## src/rtl/multi_alarm_clock.sv

```systemverilog
// Multi-slot alarm clock: 24-hour timekeeping, NUM_ALARMS alarm slots, registered BCD display
// and a ring/dismiss FSM. Define ALARM_SNOOZE_EN to build the snooze path and SNOOZE state.
module multi_alarm_clock #(
    parameter int TICK_DIV   = 1_666_666,
    parameter int NUM_ALARMS = 4,
    parameter int RING_SECS  = 5,
    parameter int SNOOZE_MIN = 5,
    localparam int SEL_W     = (NUM_ALARMS > 1) ? $clog2(NUM_ALARMS) : 1
) (
    input  logic                  CLK,
    input  logic                  CLR,
    input  logic [1:0]            Mode,
    input  logic [SEL_W-1:0]      Sel,
    input  logic [NUM_ALARMS-1:0] AlarmEn,
    input  logic                  minUP,
    input  logic                  hourUP,
    input  logic                  H24,
    input  logic                  snooze,
    input  logic                  dismiss,
    output logic [3:0]            Hours_MSB,
    output logic [3:0]            Hours_LSB,
    output logic [3:0]            Minutes_MSB,
    output logic [3:0]            Minutes_LSB,
    output logic                  ALARM,
    output logic [SEL_W-1:0]      ALARM_ID,
    output logic                  TICK
);
    localparam int               DIV_W     = $clog2(TICK_DIV);
    localparam logic [DIV_W-1:0] DIV_LAST  = DIV_W'(TICK_DIV - 1);
    localparam logic [5:0]       RING_LOAD = 6'(RING_SECS);

    typedef enum logic [1:0] {
        MODE_RUN       = 2'b00,
        MODE_SET_ALARM = 2'b01,
        MODE_ARMED     = 2'b10,
        MODE_SET_TIME  = 2'b11
    } mode_e;

`ifdef ALARM_SNOOZE_EN
    localparam logic [5:0] SNZ_LOAD = 6'(SNOOZE_MIN);
    typedef enum logic [1:0] {ST_IDLE, ST_RING, ST_SNOOZE} state_e;
    logic [5:0] snz_cnt_q, snz_cnt_d;
`else
    typedef enum logic {ST_IDLE, ST_RING} state_e;
    localparam int unused_snooze_min = SNOOZE_MIN;
    logic unused_snooze;
    assign unused_snooze = snooze;
`endif

    function automatic logic [5:0] inc_min(input logic [5:0] v);
        return (v == 6'd59) ? 6'd0 : v + 6'd1;
    endfunction

    function automatic logic [4:0] inc_hour(input logic [4:0] v);
        return (v == 5'd23) ? 5'd0 : v + 5'd1;
    endfunction

    function automatic logic [7:0] to_bcd(input logic [5:0] v);
        logic [3:0] tens;
        tens = 4'(v / 6'd10);
        return {tens, 4'(v - 6'(tens) * 6'd10)};
    endfunction

    mode_e            mode;
    logic             tick;
    logic [DIV_W-1:0] div_q, div_d;
    logic [5:0]       sec_q, sec_d;
    logic [5:0]       min_q, min_d;
    logic [4:0]       hour_q, hour_d;
    logic             roll_q, roll_d;
    logic [4:0]       alarm_hour_q [NUM_ALARMS];
    logic [4:0]       alarm_hour_d [NUM_ALARMS];
    logic [5:0]       alarm_min_q  [NUM_ALARMS];
    logic [5:0]       alarm_min_d  [NUM_ALARMS];
    logic [SEL_W-1:0] sel_idx;
    logic             match_hit;
    logic [SEL_W-1:0] match_id;
    state_e           state_q, state_d;
    logic [5:0]       ring_cnt_q, ring_cnt_d;
    logic [SEL_W-1:0] alarm_id_q, alarm_id_d;
    logic [4:0]       disp_hour;
    logic [5:0]       disp_min;
    logic [15:0]      digits_q, digits_d;

    assign mode    = mode_e'(Mode);
    assign tick    = (div_q == DIV_LAST);
    assign sel_idx = (int'(Sel) < NUM_ALARMS) ? Sel : '0;

    // Time of day, divider and alarm slot editing.
    // NOTE: every variable gets a default at the top of the block so no path leaves it unassigned (no latch).
    always_comb begin
        div_d       = tick ? '0 : div_q + DIV_W'(1);
        sec_d       = sec_q;
        min_d       = min_q;
        hour_d      = hour_q;
        roll_d      = 1'b0;
        alarm_hour_d = alarm_hour_q;
        alarm_min_d  = alarm_min_q;

        if (mode == MODE_SET_TIME) begin
            div_d = '0;
            sec_d = '0;
            if (minUP)  min_d  = inc_min(min_q);
            if (hourUP) hour_d = inc_hour(hour_q);
        end else if (tick) begin
            if (sec_q == 6'd59) begin
                sec_d  = '0;
                roll_d = 1'b1;
                min_d  = inc_min(min_q);
                if (min_q == 6'd59) hour_d = inc_hour(hour_q);
            end else begin
                sec_d = sec_q + 6'd1;
            end
        end

        if (mode == MODE_SET_ALARM) begin
            if (minUP)  alarm_min_d[sel_idx]  = inc_min(alarm_min_q[sel_idx]);
            if (hourUP) alarm_hour_d[sel_idx] = inc_hour(alarm_hour_q[sel_idx]);
        end
    end

    // Scan from the top so the lowest matching slot is the one left standing.
    always_comb begin
        match_hit = 1'b0;
        match_id  = '0;
        for (int i = NUM_ALARMS - 1; i >= 0; i--) begin
            if (AlarmEn[i] && alarm_hour_q[i] == hour_q && alarm_min_q[i] == min_q) begin
                match_hit = 1'b1;
                match_id  = SEL_W'(i);
            end
        end
    end

    always_comb begin
        disp_hour = (mode == MODE_SET_ALARM) ? alarm_hour_q[sel_idx] : hour_q;
        disp_min  = (mode == MODE_SET_ALARM) ? alarm_min_q[sel_idx]  : min_q;
        if (!H24) begin
            if (disp_hour == 5'd0)       disp_hour = 5'd12;
            else if (disp_hour > 5'd12)  disp_hour = disp_hour - 5'd12;
        end
        digits_d = {to_bcd({1'b0, disp_hour}), to_bcd(disp_min)};
    end

    // roll_q marks the cycle right after seconds wrapped; it drives both alarm matching and snooze.
    always_comb begin
        state_d    = state_q;
        ring_cnt_d = ring_cnt_q;
        alarm_id_d = alarm_id_q;
`ifdef ALARM_SNOOZE_EN
        snz_cnt_d  = snz_cnt_q;
`endif
        if (mode != MODE_ARMED) begin
            state_d = ST_IDLE;
        end else begin
            case (state_q)
                ST_IDLE: begin
                    if (roll_q && match_hit) begin
                        state_d    = ST_RING;
                        ring_cnt_d = RING_LOAD;
                        alarm_id_d = match_id;
                    end
                end
                ST_RING: begin
                    if (dismiss) begin
                        state_d = ST_IDLE;
`ifdef ALARM_SNOOZE_EN
                    end else if (snooze) begin
                        state_d   = ST_SNOOZE;
                        snz_cnt_d = SNZ_LOAD;
`endif
                    end else if (tick) begin
                        if (ring_cnt_q == 6'd1) state_d    = ST_IDLE;
                        else                    ring_cnt_d = ring_cnt_q - 6'd1;
                    end
                end
`ifdef ALARM_SNOOZE_EN
                ST_SNOOZE: begin
                    if (dismiss) begin
                        state_d = ST_IDLE;
                    end else if (roll_q) begin
                        if (snz_cnt_q == 6'd1) begin
                            state_d    = ST_RING;
                            ring_cnt_d = RING_LOAD;
                        end else begin
                            snz_cnt_d = snz_cnt_q - 6'd1;
                        end
                    end
                end
`endif
                default: state_d = ST_IDLE;
            endcase
        end
    end

    // NOTE: sequential state uses non-blocking assignments so every flop samples pre-edge values.
    always_ff @(posedge CLK or negedge CLR) begin
        if (!CLR) begin
            div_q      <= '0;
            sec_q      <= '0;
            min_q      <= '0;
            hour_q     <= '0;
            roll_q     <= 1'b0;
            state_q    <= ST_IDLE;
            ring_cnt_q <= '0;
            alarm_id_q <= '0;
            digits_q   <= '0;
            // NOTE: the alarm slots are plain flops, not a RAM, so they take the async reset to 00:00.
            for (int i = 0; i < NUM_ALARMS; i++) begin
                alarm_hour_q[i] <= '0;
                alarm_min_q[i]  <= '0;
            end
        end else begin
            div_q        <= div_d;
            sec_q        <= sec_d;
            min_q        <= min_d;
            hour_q       <= hour_d;
            roll_q       <= roll_d;
            state_q      <= state_d;
            ring_cnt_q   <= ring_cnt_d;
            alarm_id_q   <= alarm_id_d;
            digits_q     <= digits_d;
            alarm_hour_q <= alarm_hour_d;
            alarm_min_q  <= alarm_min_d;
        end
    end

`ifdef ALARM_SNOOZE_EN
    always_ff @(posedge CLK or negedge CLR) begin
        if (!CLR) snz_cnt_q <= '0;
        else      snz_cnt_q <= snz_cnt_d;
    end
`endif

    assign ALARM       = (state_q == ST_RING);
    assign ALARM_ID    = alarm_id_q;
    assign TICK        = tick;
    assign Hours_MSB   = digits_q[15:12];
    assign Hours_LSB   = digits_q[11:8];
    assign Minutes_MSB = digits_q[7:4];
    assign Minutes_LSB = digits_q[3:0];

endmodule

```

## config.mk

```make
export PLATFORM = sky130hd
export DESIGN_NAME = multi_alarm_clock
export DESIGN_NICKNAME = d
export VERILOG_FILES = /design/src/rtl/multi_alarm_clock.sv
export SDC_FILE = /design/constraint.sdc
export NUM_CORES = 1
export LEC_CHECK = 0
export ABC_AREA = 1
export CAP_MARGIN = 40
export CORE_AREA = 2 2 112 114
export CTS_BUF_LIST = sky130_fd_sc_hd__clkbuf_16
export DETAILED_ROUTE_END_ITERATION = 8
export DIE_AREA = 0 0 114 116
export GPL_TIMING_DRIVEN = 0
export PLACE_DENSITY = 0.85
export SKIP_LAST_GASP = 1
export SLEW_MARGIN = 20
export SYNTH_ARGS = -nofsm -noshare
export SYNTH_HDL_FRONTEND = slang
export SYNTH_SLANG_ARGS = --single-unit
```

## constraint.sdc

```tcl
create_clock -name CLK -period 2.6 [get_ports CLK]
set_input_delay 0.52 -clock CLK [delete_from_list [all_inputs] [get_ports CLK]]
set_output_delay 0.52 -clock CLK [all_outputs]
set_load 0.005 [all_outputs]
```

# == After elaboration in Yosys (flattened, before gate mapping) ==
# Index checks and enable logic that the tools add are counted.
# totals
regBits,108
output_inout_bits,20
# op_classes
addsub,10
mul,2
div_mod_pow,2
order_cmp,3
eq_ne,24
muxes,57
bitwise_logic,3
reduce_logical,20
# op_table
op,n
$mux W6,17
$mux W5,14
$mux W21,2
$bwmux W24,1
$eq A6 B6 Y1,4
$add A21 B1 Y21 const B,1
$eq A21 B21 Y1 const B,1
$bwmux W20,1
$eq A5 B5 Y1,4
$add A6 B1 Y6 const B,3
$eq A6 B6 Y1 const B,3
$ne A2 B2 Y1 const B,7
$bmux W6 S2,1
$demux W6 S2,1
$mux W1,12
$pmux W6 S2,1
$add A5 B1 Y5 const B,2
$bmux W5 S2,1
$demux W5 S2,1
$eq A5 B5 Y1 const B,2
$logic_and A1 B1 Y1,10
$mul A4 B3 Y3 const B,2
$mux W2,4
$sub A4 B4 Y4,2
other kinds (19),24

# == Logic depth before layout (Yosys ltp) ==
# Gate-level depths: netlist of run 1.
# logic_depth
ltp_word,12
depth_mapped,25

# == Least setup slack after synthesis of run 1 ==
# Ideal clock, no wire load.
# synth_path
path_type,in2reg
from,input port Sel[1]
to,register digits_q[3]
setup_time_ns,0.117
t_arrival_ns,3.040
setup_slack_ns,-0.556
cell_stages,21
n_path_buf,1
cell_sequence,buf_6 > nand2_4 > inv_2 > nand2_1 > nand4_4 > o21ai_4 > ha_1 > nand2_1 > nand3_1 > nand2_1 > inv_1 > ha_1 > nand2_1 > nand2_1 > nand2_2 > ha_1 > inv_1 > fa_1 > xor2_1 > nand3b_1 > nand2_1
# synth_between
elab_chain_cells,8
# synth_rtl
item,line,text
from (decl),13,"input logic [SEL_W-1:0] Sel,"
$not A2 Y3 (implied by the code),136,disp_min = (mode == MODE_SET_ALARM) ? alarm_min_q[sel_idx] : min_q;
$bmux W6 S2,136,
$mux W6 (implied by the code) (2 in a row),136,
$mux W6,136,
$div A6 B4 Y6,60,tens = 4'(v / 6'd10);
net digits_d[5],83,"logic [15:0] digits_q, digits_d;"
$mul A4 B3 Y3,61,"return {tens, 4'(v - 6'(tens) * 6'd10)};"
$sub A4 B4 Y4,61,
net digits_d[3],83,
to (signal assigned),221,digits_q <= digits_d;
to (decl),83,
# The timed path passes the listed nets, and every way through them passes these cells. The select of a mux whose other input is x is not followed.
# A chain may end at the register's enable or synchronous reset.

# == Worst setup path after layout of run 1 ==
# layout_path
from,register hour_q[2]
to,register digits_q[10]
# layout_between
elab_chain_cells,8
elab_cells_between_ends,10
# layout_rtl
item,line,text
from (decl),69,"logic [4:0] hour_q, hour_d;"
from (signal assigned),216,hour_q <= hour_d;
$mux W5 (*),135,disp_hour = (mode == MODE_SET_ALARM) ? alarm_hour_q[sel_idx] : hour_q;
$sub A5 B4 Y5 / $gt A5 B4 Y1 (equally long branches),139,else if (disp_hour > 5'd12) disp_hour = disp_hour - 5'd12;
$mux W5,139,
$mux W5,138,if (disp_hour == 5'd0) disp_hour = 5'd12;
$mux W5 (*),137,if (!H24) begin
$div A5 B4 Y6 (*),60,
net digits_d[12],83,
$mul A4 B3 Y3 (*),61,
$sub A4 B4 Y4 (*),61,
net digits_d[10],83,
# The timed path passes the listed nets; every way through them passes the cells marked *.

==> flow_metrics.py, run 1 <==
metrics = {
    "timing": {
        "fin_ws_ps": -613.9,
        "finClkSkew_ps": 14.43,
        "maxSlewHeadroom_pct": 44.36,
        "setup_viol": 6,
        "fin_crit_ps": 3214,
        "rsz0062_at_grt": "true",
        "fin_crit_sh_pct": 123.6,
        "fmax_mhz": 311.2,
        "tns_ps": -2042,
        "final_max_slew_viol_count": 0,
        "tightest_slew_ps": 825.8,
        "hold_slack_ps": 68.21,
        "final_hold_viol_count": 0,
    },
    "clocking": {
        "cts_root_buffer": "clkbuf_16",
        "clk_path_buf_depth": 2,
        "cts_buffers": 9,
        "cts_sinks": 105,
        "postCtsHoldBufs": 0,
        "cts_tree": "yes",
        "htree_levels": 3,
        "clk_latency_ps": 370,
        "path_clk_slew_ps": 80,
    },
    "logic_synthesis": {
        "synthesis.area_sq_um": 6518,
        "syn_inst": 858,
        "ys_seq_area_share_pct": 40.31,
        "netlist_top_cells_area": "dfrtp_1 (40%), nand2_1 (13%), inv_1 (6.1%)",
        "ys_warn_count": 0,
        "ys_seq_elements": 105,
        "yosys.area.top_type": "dfrtp_1",
        "yosys.area.top_type_share_pct": 40.31,
        "syn_avg_cell_area_sq_um": 7.596,
        "synth_cell_type_count": 49,
    },
    "layout": {
        "multi_input_area_sq_um": 3647,
        "final_area_sq_um": 8359,
        "drive_gt1_share_pct": 23.94,
        "insertedDiodeCount": 0,
        "fin_nets": 1015,
        "seq_area_sq_um": 2628,
        "finalNonFillerCells": 1133,
        "postLayoutCoreUtil_pct": 70.18,
        "fill_cells": 861,
        "area_growth_pct": 28.26,
    },
    "worst_setup_path": {
        "worstSetupStartpoint": "hour_q[2]$_DFFE_PN0P_",
        "max_stage_delay_ps": 520,
        "r2r_slack_ps": -610,
        "crit_path_end_kind": "flip-flop",
        "r2r_start": "hour_q[2]$_DFFE_PN0P_",
        "cp.required_ps": 2860,
        "crit_buf_inv": 5,
        "r2r-end": "digits_q[10]$_DFF_PN0_",
        "crit_path_max_fanout": 8,
        "crit_top_cell": "inv_2",
        "slowest_stage": "fa_2",
        "cp.arrival_ps": 3470,
        "path_cells": "buf_4 > inv_2 > nand2_1 > nand2_4 > ha_4 > inv_2 > nor2_2 > nand2_2 > nor2_4 > inv_2 > nand3_2 > o21ai_4 > ha_1 > nand2_1 > nand3_2 > nand2_2 > ha_4 > fa_2 > inv_1",
        "reg2reg_depth": 19,
        "cp_top_family": "adder cells",
        "critPathKind": "flip-flop to flip-flop",
        "start_kind": "flip-flop",
    },
    "drt": {
        "drt_pass1_iterations": 7,
        "avgRoutedWirePerCell_um": 17.55,
        "drtIter0Drc": 901,
        "via_count": 6762,
        "vias_per_cell": 5.968,
        "drc": 0,
        "ant_nets": 0,
        "wl_mm": 19.89,
    },
    "global_route": {
        "grt_pass1_vias": 6240,
        "antenna_found_initial": 0,
        "track_usage_pct": 29.17,
        "grt_max_degree": 67,
        "grt_pass1_wl_mm": 30.33,
        "grt_overflow": 0,
    },
    "floorplan": {
        "dieWidth_um": 114,
        "pin_count": 35,
        "core_sq_um": 11910,
        "dieHeight_um": 116,
        "initial_core_util_pct": 54.72,
        "std_cell_rows": 40,
        "dieArea_sq_um": 13220,
    },
    "flow_run": {
        "cap_violations": 0,
    },
    "power_and_ir_drop": {
        "power-per-cell-area_nw_per_um2": 800.8,
        "p_comb_share_pct": 47.4,
        "switchingPower_mw": 2.556,
        "p_leak_nw": 3.895,
        "pwr-share-seq_pct": 32.7,
        "power_switching_share_pct": 38.18,
        "total_power_mw": 6.694,
        "intPower_mw": 4.138,
        "vdd_drop_max_v": 0.0004303,
        "p_clk_share_pct": 19.9,
    },
    "placement": {
        "post-place-ws_ps": -1304,
        "io_buffers": 28,
        "gp_congestion": 1.010,
        "place_area_sq_um": 7118,
        "dp_hpwl_mm": 11.72,
        "placed_cells": 1037,
    },
    "outcome": {
        "status": "finished with violations",
        "violations": "setup timing",
    },
    "worst_hold_path": {
        "hold_path_class": "input pin to async pin",
    },
}
[area by class of cell]
class	instances	area share [%]
multi-input cells	621	43.63
well taps	147	2.200
repair buffers	111	11.97
clock buffers	9	2.694
plain buffers	22	2.036
flip-flops and latches	105	31.43
clock inverters	6	0.6436
inverters	112	5.388
[worst reg2reg max path: stages, from the launching register on]
cell     delay, ps
dfrtp_1        390
buf_4          180
inv_2           90
nand2_1        120
nand2_4        150
ha_4           150
inv_2           40
nor2_2         210
nand2_2        140
nor2_4         150
inv_2           50
nand3_2         90
o21ai_4         70
ha_1           300
nand2_1         80
nand3_2        100
nand2_2         80
ha_4           170
fa_2           520
inv_1           40
[power groups by stage]
stage	Combinational, mW	Sequential [mW]	Clock, mW
after floorplan	1.47	2.15	0
after global placement	2.02	2.19	0
after detailed placement	2.08	2.20	0
after CTS	2.68	2.17	1.33
after global routing	3.41	2.22	1.40
final	3.17	2.19	1.33
[placed cells by master (no fill, tap or decap), drive strengths merged, types with 16 or more instances in the layout]
cell           instances
nand2                250
inv                  115
dfrtp                105
buf                  104
o21ai                 84
nor2                  63
nand3                 56
nor3                  29
a21oi                 28
nand4                 27
clkdlybuf4s50         24
xor2                  23
ha                    16
[metal layers]
layer / track usage [%] / part of all wire, % / vias up
met5: 0 / 0 / -
met4: 12.03 / 4.6 / 0
met3: 5.962 / 9.6 / 105
met2: 47.42 / 46 / 453
met1: 38.38 / 40 / 3168
li1: - / - / 3036
[worst max-delay path by stage]
stage                        endpoint  slack (ps)  cells after the start
3_5_place_dp   digits_q[11]$_DFF_PN0_       -1300                     23
5_1_grt        digits_q[10]$_DFF_PN0_        -650                     19
6_report       digits_q[10]$_DFF_PN0_        -610                     19
2_1_floorplan   digits_q[3]$_DFF_PN0_        -430                     21
4_1_cts        digits_q[10]$_DFF_PN0_        -380                     20
3_3_place_gp    digits_q[1]$_DFF_PN0_       -2890                      1
[state kept, by name, indices dropped and copies added, names as in the netlist]
register	cells
ALARM	1
sec_q	6
digits_q	13
ALARM_ID	2
hour_q	5
ring_cnt_q	6
alarm_hour_q	20
roll_q	1
div_q	21
alarm_min_q	24
min_q	6
[what timing repair did]
action,in CTS,in global routing
cloned,1,0
resized for setup,59,41
setup buffers,64,24
endpoints found under the setup margin,10,7
pin swaps,28,26
[logic make-up after synthesis]
kind of cell             share of synthesized area (%)
adder cells (fa/ha/maj)                          3.686
AND/OR/NAND/NOR                                  31.50
XOR/XNOR                                         4.300
AO/OA/AOI/OAI                                    11.48
flip-flops                                       40.31
buffers and inverters                            8.658
other                                          0.05754
[synthesized netlist by cell type (all sizes together)]
master / instances
a21oi: 28
or2: 2
fa: 2
ha: 16
nand3: 56
clkbuf: 3
inv: 112
o21ai: 84
buf: 19
dfrtp: 105
nand3b: 3
nor3: 29
nor3b: 1
o22ai: 8
xnor2: 9
o21a: 3
o221ai: 1
a22oi: 1
o2111ai: 1
nor4: 5
xor2: 23
nand4: 27
a221oi: 2
conb: 1
and3: 1
a31oi: 2
a32oi: 1
nand2: 250
nor2: 63
Note: power is estimated with default switching activity, not from simulation.
==> inputs of run 2 (changes only) <==
- CTS_CLUSTER_SIZE: unset -> 20
- RECOVER_POWER: unset -> 50
==> run 2 against run 1 <==
Against the previous run:
- cell area shrank 0.31%
- largest cell class unchanged
- highest routed layer unchanged
- fmax grew 0.12%
- largest power group unchanged
- total power shrank 0.22%
- critical endpoint unchanged
- the flow finishes with violations (capacitance limit, slew limit, setup timing)
==> flow_metrics.py, run 2 (synthesis gave the netlist of run 1 again) <==
metrics = {
    "layout": {
        "insertedDiodeCount": 0,
        "finalNonFillerCells": 1133,
        "layout_commonest_cell": "nand2_1",
        "multi_input_area_sq_um": 3645,
        "seq_area_sq_um": 2628,
        "largest_reg_flops": 24,
        "area_growth_pct": 27.86,
        "mostFrequentLayoutCells": "nand2_1 (204), dfrtp_1 (105), inv_1 (97)",
        "final_area_sq_um": 8333,
        "fin_nets": 1015,
        "top_register": "alarm_min_q",
        "fill_cells": 867,
        "reg.largest.list": "alarm_min_q: 24 flops, div_q: 21 flops, alarm_hour_q: 20 flops",
        "drive_gt1_share_pct": 23.73,
    },
    "worst_setup_path": {
        "cp.required_ps": 2860,
        "crit_path_end": "digits_q[10]$_DFF_PN0_",
        "reg2reg_depth": 19,
        "crit_path_end_kind": "flip-flop",
        "r2r-end": "digits_q[10]$_DFF_PN0_",
        "worstSetupStartpoint": "hour_q[2]$_DFFE_PN0P_",
        "r2r_start": "hour_q[2]$_DFFE_PN0P_",
        "start_kind": "flip-flop",
        "crit_path_max_fanout": 8,
        "cp.arrival_ps": 3470,
        "critPathKind": "flip-flop to flip-flop",
        "r2r_slack_ps": -610,
    },
    "timing": {
        "final_max_slew_viol_count": 41,
        "final_hold_viol_count": 0,
        "tightest_slew_ps": 2201,
        "maxSlewHeadroom_pct": -46.70,
        "hold_slack_ps": 484.1,
        "fin_ws_ps": -610.0,
        "fin_crit_sh_pct": 123.5,
        "fmax_mhz": 311.5,
        "rsz0062_at_grt": "true",
        "setup_viol": 6,
        "fin_crit_ps": 3210,
        "finClkSkew_ps": 13.96,
    },
    "clocking": {
        "path_clk_slew_ps": 70,
        "cts_root_buffer": "clkbuf_16",
        "postCtsHoldBufs": 0,
        "htree_levels": 3,
        "clk_latency_ps": 360,
        "clk_path_buf_depth": 2,
        "cts_tree": "yes",
        "cts_sinks": 105,
        "cts_buffers": 9,
    },
    "floorplan": {
        "initial_core_util_pct": 54.72,
        "core_sq_um": 11910,
        "pin_count": 35,
        "dieWidth_um": 114,
        "std_cell_rows": 40,
        "dieArea_sq_um": 13220,
        "dieHeight_um": 116,
    },
    "global_route": {
        "grt_pass1_vias": 6240,
        "antenna_found_initial": 0,
        "grt_overflow": 0,
        "grt_pass1_wl_mm": 30.33,
        "grt_max_degree": 67,
        "track_usage_pct": 29.17,
    },
    "placement": {
        "dp_hpwl_mm": 11.72,
        "gp_congestion": 1.010,
        "post-place-ws_ps": -1304,
        "placed_cells": 1037,
        "place_area_sq_um": 7118,
        "io_buffers": 28,
    },
    "power_and_ir_drop": {
        "power-per-cell-area_nw_per_um2": 801.5,
        "p_leak_nw": 3.883,
        "vdd_drop_max_v": 0.0004307,
    },
    "drt": {
        "ant_nets": 0,
        "drt_pass1_iterations": 9,
        "wl_mm": 19.81,
        "via_count": 6743,
        "drc": 0,
        "vias_per_cell": 5.951,
        "drtIter0Drc": 890,
        "avgRoutedWirePerCell_um": 17.48,
    },
    "flow_run": {
        "cap_violations": 1,
    },
    "outcome": {
        "status": "finished with violations",
        "violations": "capacitance limit, slew limit, setup timing",
    },
    "worst_hold_path": {
        "hold_path_class": "flip-flop to flip-flop",
        "whs_path_depth": 1,
    },
}
[run 2: cell count changes in the layout (fill, tap and decap cells not counted), sizes merged]
cell / delta
clkbuf: +1
buf: -1
dlygate4sd3: +1
clkdlybuf4s50: -1
[run 2: per-layer routing]
metal	track usage (%)	up-vias	wire length [um]
met5	0	-	0
met4	12.03	0	944
met3	5.962	109	1836
met2	47.42	442	9170
met1	38.38	3157	7859
li1	-	3035	-
[run 2: worst min-delay path by stage]
stage | start | end
after CTS | CLR | alarm_min_q[15]$_DFFE_PN0P_
after global routing | sec_q[5]$_DFFE_PN0N_ | sec_q[5]$_DFFE_PN0N_
after floorplan | CLR | ALARM$_DFF_PN0_
after global placement | sec_q[5]$_DFFE_PN0N_ | sec_q[5]$_DFFE_PN0N_
final | sec_q[5]$_DFFE_PN0N_ | sec_q[5]$_DFFE_PN0N_
after detailed placement | CLR | alarm_min_q[15]$_DFFE_PN0P_
[run 2: stage by stage]
stage               utilization (%)  setup TNS, ps  power (mW)
CTS                           68.07         -921.3       6.183
detailed placement            59.76          -8082       4.284
finish                        69.96          -2025       6.679
global route                  69.96          -9651       7.025
global placement              59.47        -310090       4.205
floorplan                         -          -1665       3.617
[run 2: final cells by class]
type,count,area share (%)
buffer,22,2.042
timing repair buffer,111,11.73
sequential,105,31.53
tap,147,2.207
multi-input combinational,621,43.74
inverter,112,5.405
clock inverter,6,0.6456
clock buffer,9,2.703
[run 2: timing repair]
item                                    4_1_cts  5_1_grt
resized for setup                            59       41
pin swaps                                    28       26
endpoints found under the setup margin       10        7
setup buffers                                64       24
gates cloned                                  1        0
[run 2: critical path, cell delays in order (launching register included)]
cell     delay, ps
dfrtp_1        390
buf_4          180
inv_2           90
nand2_1        120
nand2_4        140
ha_4           150
inv_2           40
nor2_2         200
nand2_2        130
nor2_4         150
inv_2           50
nand3_2         90
o21ai_4         70
ha_1           300
nand2_1         80
nand3_2        100
nand2_2         80
ha_4           170
fa_2           520
inv_1           40
[run 2: where the power goes]
part | internal (mW) | leakage (nW) | total [mW] | switching [mW]
Clock | 0.729 | 0.145 | 1.33 | 0.605
Sequential | 1.95 | 1.36 | 2.19 | 0.241
Combinational | 1.46 | 2.38 | 3.16 | 1.70
Total | 4.13 | 3.88 | 6.68 | 2.55
==> inputs of run 3 (changes only) <==
- CTS_CLUSTER_SIZE: 20 -> 24
- RECOVER_POWER: 50 -> 100
==> run 3 against run 2 <==
Against the previous run:
- the flow still finishes with violations (capacitance limit, slew limit, setup timing)
- total power is 0.53% lower
- clock skew hardly changed
- die area is the same
- clock power about the same
- critical path depth is the same
- first-iteration DRC count increased by 12%
- wire length rose by 0.16%
- fmax barely moved
- critical path type unchanged
==> flow_metrics.py, run 3 (synthesis gave the netlist of run 1 again) <==
metrics = {
    "outcome": {
        "status": "finished with violations",
        "violations": "capacitance limit, slew limit, setup timing",
    },
    "layout": {
        "largest_reg_flops": 24,
        "fin_nets": 1015,
        "mostFrequentLayoutCells": "nand2_1 (204), dfrtp_1 (105), inv_1 (97)",
        "finalNonFillerCells": 1133,
        "area_growth_pct": 27.32,
        "insertedDiodeCount": 0,
        "postLayoutCoreUtil_pct": 69.66,
        "drive_gt1_share_pct": 23.53,
        "reg.largest.list": "alarm_min_q: 24 flops, div_q: 21 flops, alarm_hour_q: 20 flops",
        "top_register": "alarm_min_q",
        "layout_commonest_cell": "nand2_1",
    },
    "worst_setup_path": {
        "crit_top_cell": "inv_2",
        "cp.arrival_ps": 3470,
        "critPathKind": "flip-flop to flip-flop",
        "max_stage_delay_ps": 520,
        "crit_path_max_fanout": 8,
        "start_kind": "flip-flop",
        "cp.required_ps": 2860,
        "path_cells": "buf_4 > inv_2 > nand2_1 > nand2_4 > ha_4 > inv_2 > nor2_2 > nand2_2 > nor2_4 > inv_2 > nand3_2 > o21ai_4 > ha_1 > nand2_1 > nand3_2 > nand2_2 > ha_4 > fa_2 > inv_1",
        "slowest_stage": "fa_2",
        "crit_path_end_kind": "flip-flop",
    },
    "clocking": {
        "cts_sinks": 105,
        "clk_path_buf_depth": 2,
        "cts_buffers": 9,
        "cts_tree": "yes",
        "path_clk_slew_ps": 70,
        "htree_levels": 3,
        "clk_latency_ps": 360,
        "cts_root_buffer": "clkbuf_16",
    },
    "worst_hold_path": {
        "hold_path_class": "flip-flop to flip-flop",
    },
    "global_route": {
        "grt_pass1_vias": 6240,
        "track_usage_pct": 29.17,
        "grt_overflow": 0,
        "grt_max_degree": 67,
        "antenna_found_initial": 0,
        "grt_pass1_wl_mm": 30.33,
    },
    "timing": {
        "fin_crit_sh_pct": 123.6,
        "maxSlewHeadroom_pct": -47.42,
        "fin_ws_ps": -613.0,
        "fmax_mhz": 311.2,
        "tns_ps": -2005,
        "final_hold_viol_count": 0,
        "setup_viol": 6,
        "finClkSkew_ps": 13.75,
        "fin_crit_ps": 3213,
        "rsz0062_at_grt": "true",
        "tightest_slew_ps": 2211,
        "final_max_slew_viol_count": 41,
    },
    "drt": {
        "vias_per_cell": 5.974,
        "wl_mm": 19.84,
        "via_count": 6768,
        "drt_pass1_iterations": 7,
        "avgRoutedWirePerCell_um": 17.51,
        "ant_nets": 0,
        "drtIter0Drc": 994,
        "drc": 0,
    },
    "placement": {
        "post-place-ws_ps": -1304,
        "gp_congestion": 1.010,
        "dp_hpwl_mm": 11.72,
        "io_buffers": 28,
        "placed_cells": 1037,
    },
    "floorplan": {
        "dieArea_sq_um": 13220,
        "initial_core_util_pct": 54.72,
        "std_cell_rows": 40,
        "dieHeight_um": 116,
        "core_sq_um": 11910,
        "dieWidth_um": 114,
        "pin_count": 35,
    },
    "power_and_ir_drop": {
        "p_leak_nw": 3.868,
        "vdd_drop_max_v": 0.0004276,
        "power-per-cell-area_nw_per_um2": 800.7,
    },
    "flow_run": {
        "cap_violations": 1,
    },
}
[run 3: changes by cell type in the layout (fill, tap and decap cells not counted), sizes merged]
cell | previous run | this run
buf | 103 | 102
clkdlybuf4s50 | 23 | 9
dlygate4sd3 | 1 | 15
clkbuf | 13 | 15
bufbuf | 1 | 0
[run 3: per-layer routing]
metal | wire (um) | GRT usage, % | vias to the layer above
li1 | - | - | 3043
met1 | 7803 | 38.38 | 3176
met2 | 9207 | 47.42 | 428
met3 | 1884 | 5.962 | 121
met4 | 947 | 12.03 | 0
met5 | 0 | 0 | -
[run 3: stage by stage]
stage	hold WS [ps]	cell area (sq um)	power [mW]
floorplan	224.4	6620	3.617
global placement	459.4	7084	4.205
detailed placement	459.3	7118	4.284
CTS	80.36	8108	6.183
global route	508.0	8298	6.984
finish	485.4	8298	6.644
[run 3: power by group]
part / switching (mW) / leakage (nW) / total [mW] / internal (mW)
sequential: 0.238 / 1.36 / 2.18 / 1.95
clock: 0.606 / 0.145 / 1.34 / 0.729
combinational: 1.71 / 2.36 / 3.13 / 1.42
total: 2.55 / 3.87 / 6.64 / 4.09
[run 3: path summary, 6_finish.rpt]
kind / start / end / slack, ps / depth (start not counted)
worst min register to register: sec_q[5]$_DFFE_PN0N_ / sec_q[5]$_DFFE_PN0N_ / 490 / 1
max in group asynchronous: CLR / div_q[15]$_DFF_PN0_ / 310 / 2
worst max-delay path: hour_q[2]$_DFFE_PN0P_ / digits_q[10]$_DFF_PN0_ / -610 / 19
worst min-delay path: sec_q[5]$_DFFE_PN0N_ / sec_q[5]$_DFFE_PN0N_ / 490 / 1
min in group asynchronous: CLR / alarm_min_q[15]$_DFFE_PN0P_ / 810 / 1
worst max register to register: hour_q[2]$_DFFE_PN0P_ / digits_q[10]$_DFF_PN0_ / -610 / 19
[run 3: timing repair]
item / CTS / global route
pin swaps: 28 / 26
setup endpoints to repair: 10 / 7
hold buffers: 0 / 0
buffers inserted: 64 / 24
gates cloned: 1 / 0
resized for setup: 59 / 41
[run 3: final cells by class]
type | count | area (sq um)
Inverter | 112 | 450.4
Fill cell | 871 | 3613
Sequential cell | 105 | 2628
Multi-Input combinational cell | 621 | 3638
Tap cell | 147 | 183.9
Clock buffer | 9 | 225.2
Clock inverter | 6 | 53.80
Timing Repair Buffer | 111 | 948.4
Buffer | 22 | 170.2
[run 3: critical path: cells and delay by family, from the launching register on]
kind,cells,cell delay [ps]
AO/OA/AOI/OAI,1,70
adder cells (fa/ha/maj),4,1130
buffers and inverters,5,400
flip-flops,1,390
AND/OR/NAND/NOR,9,1100
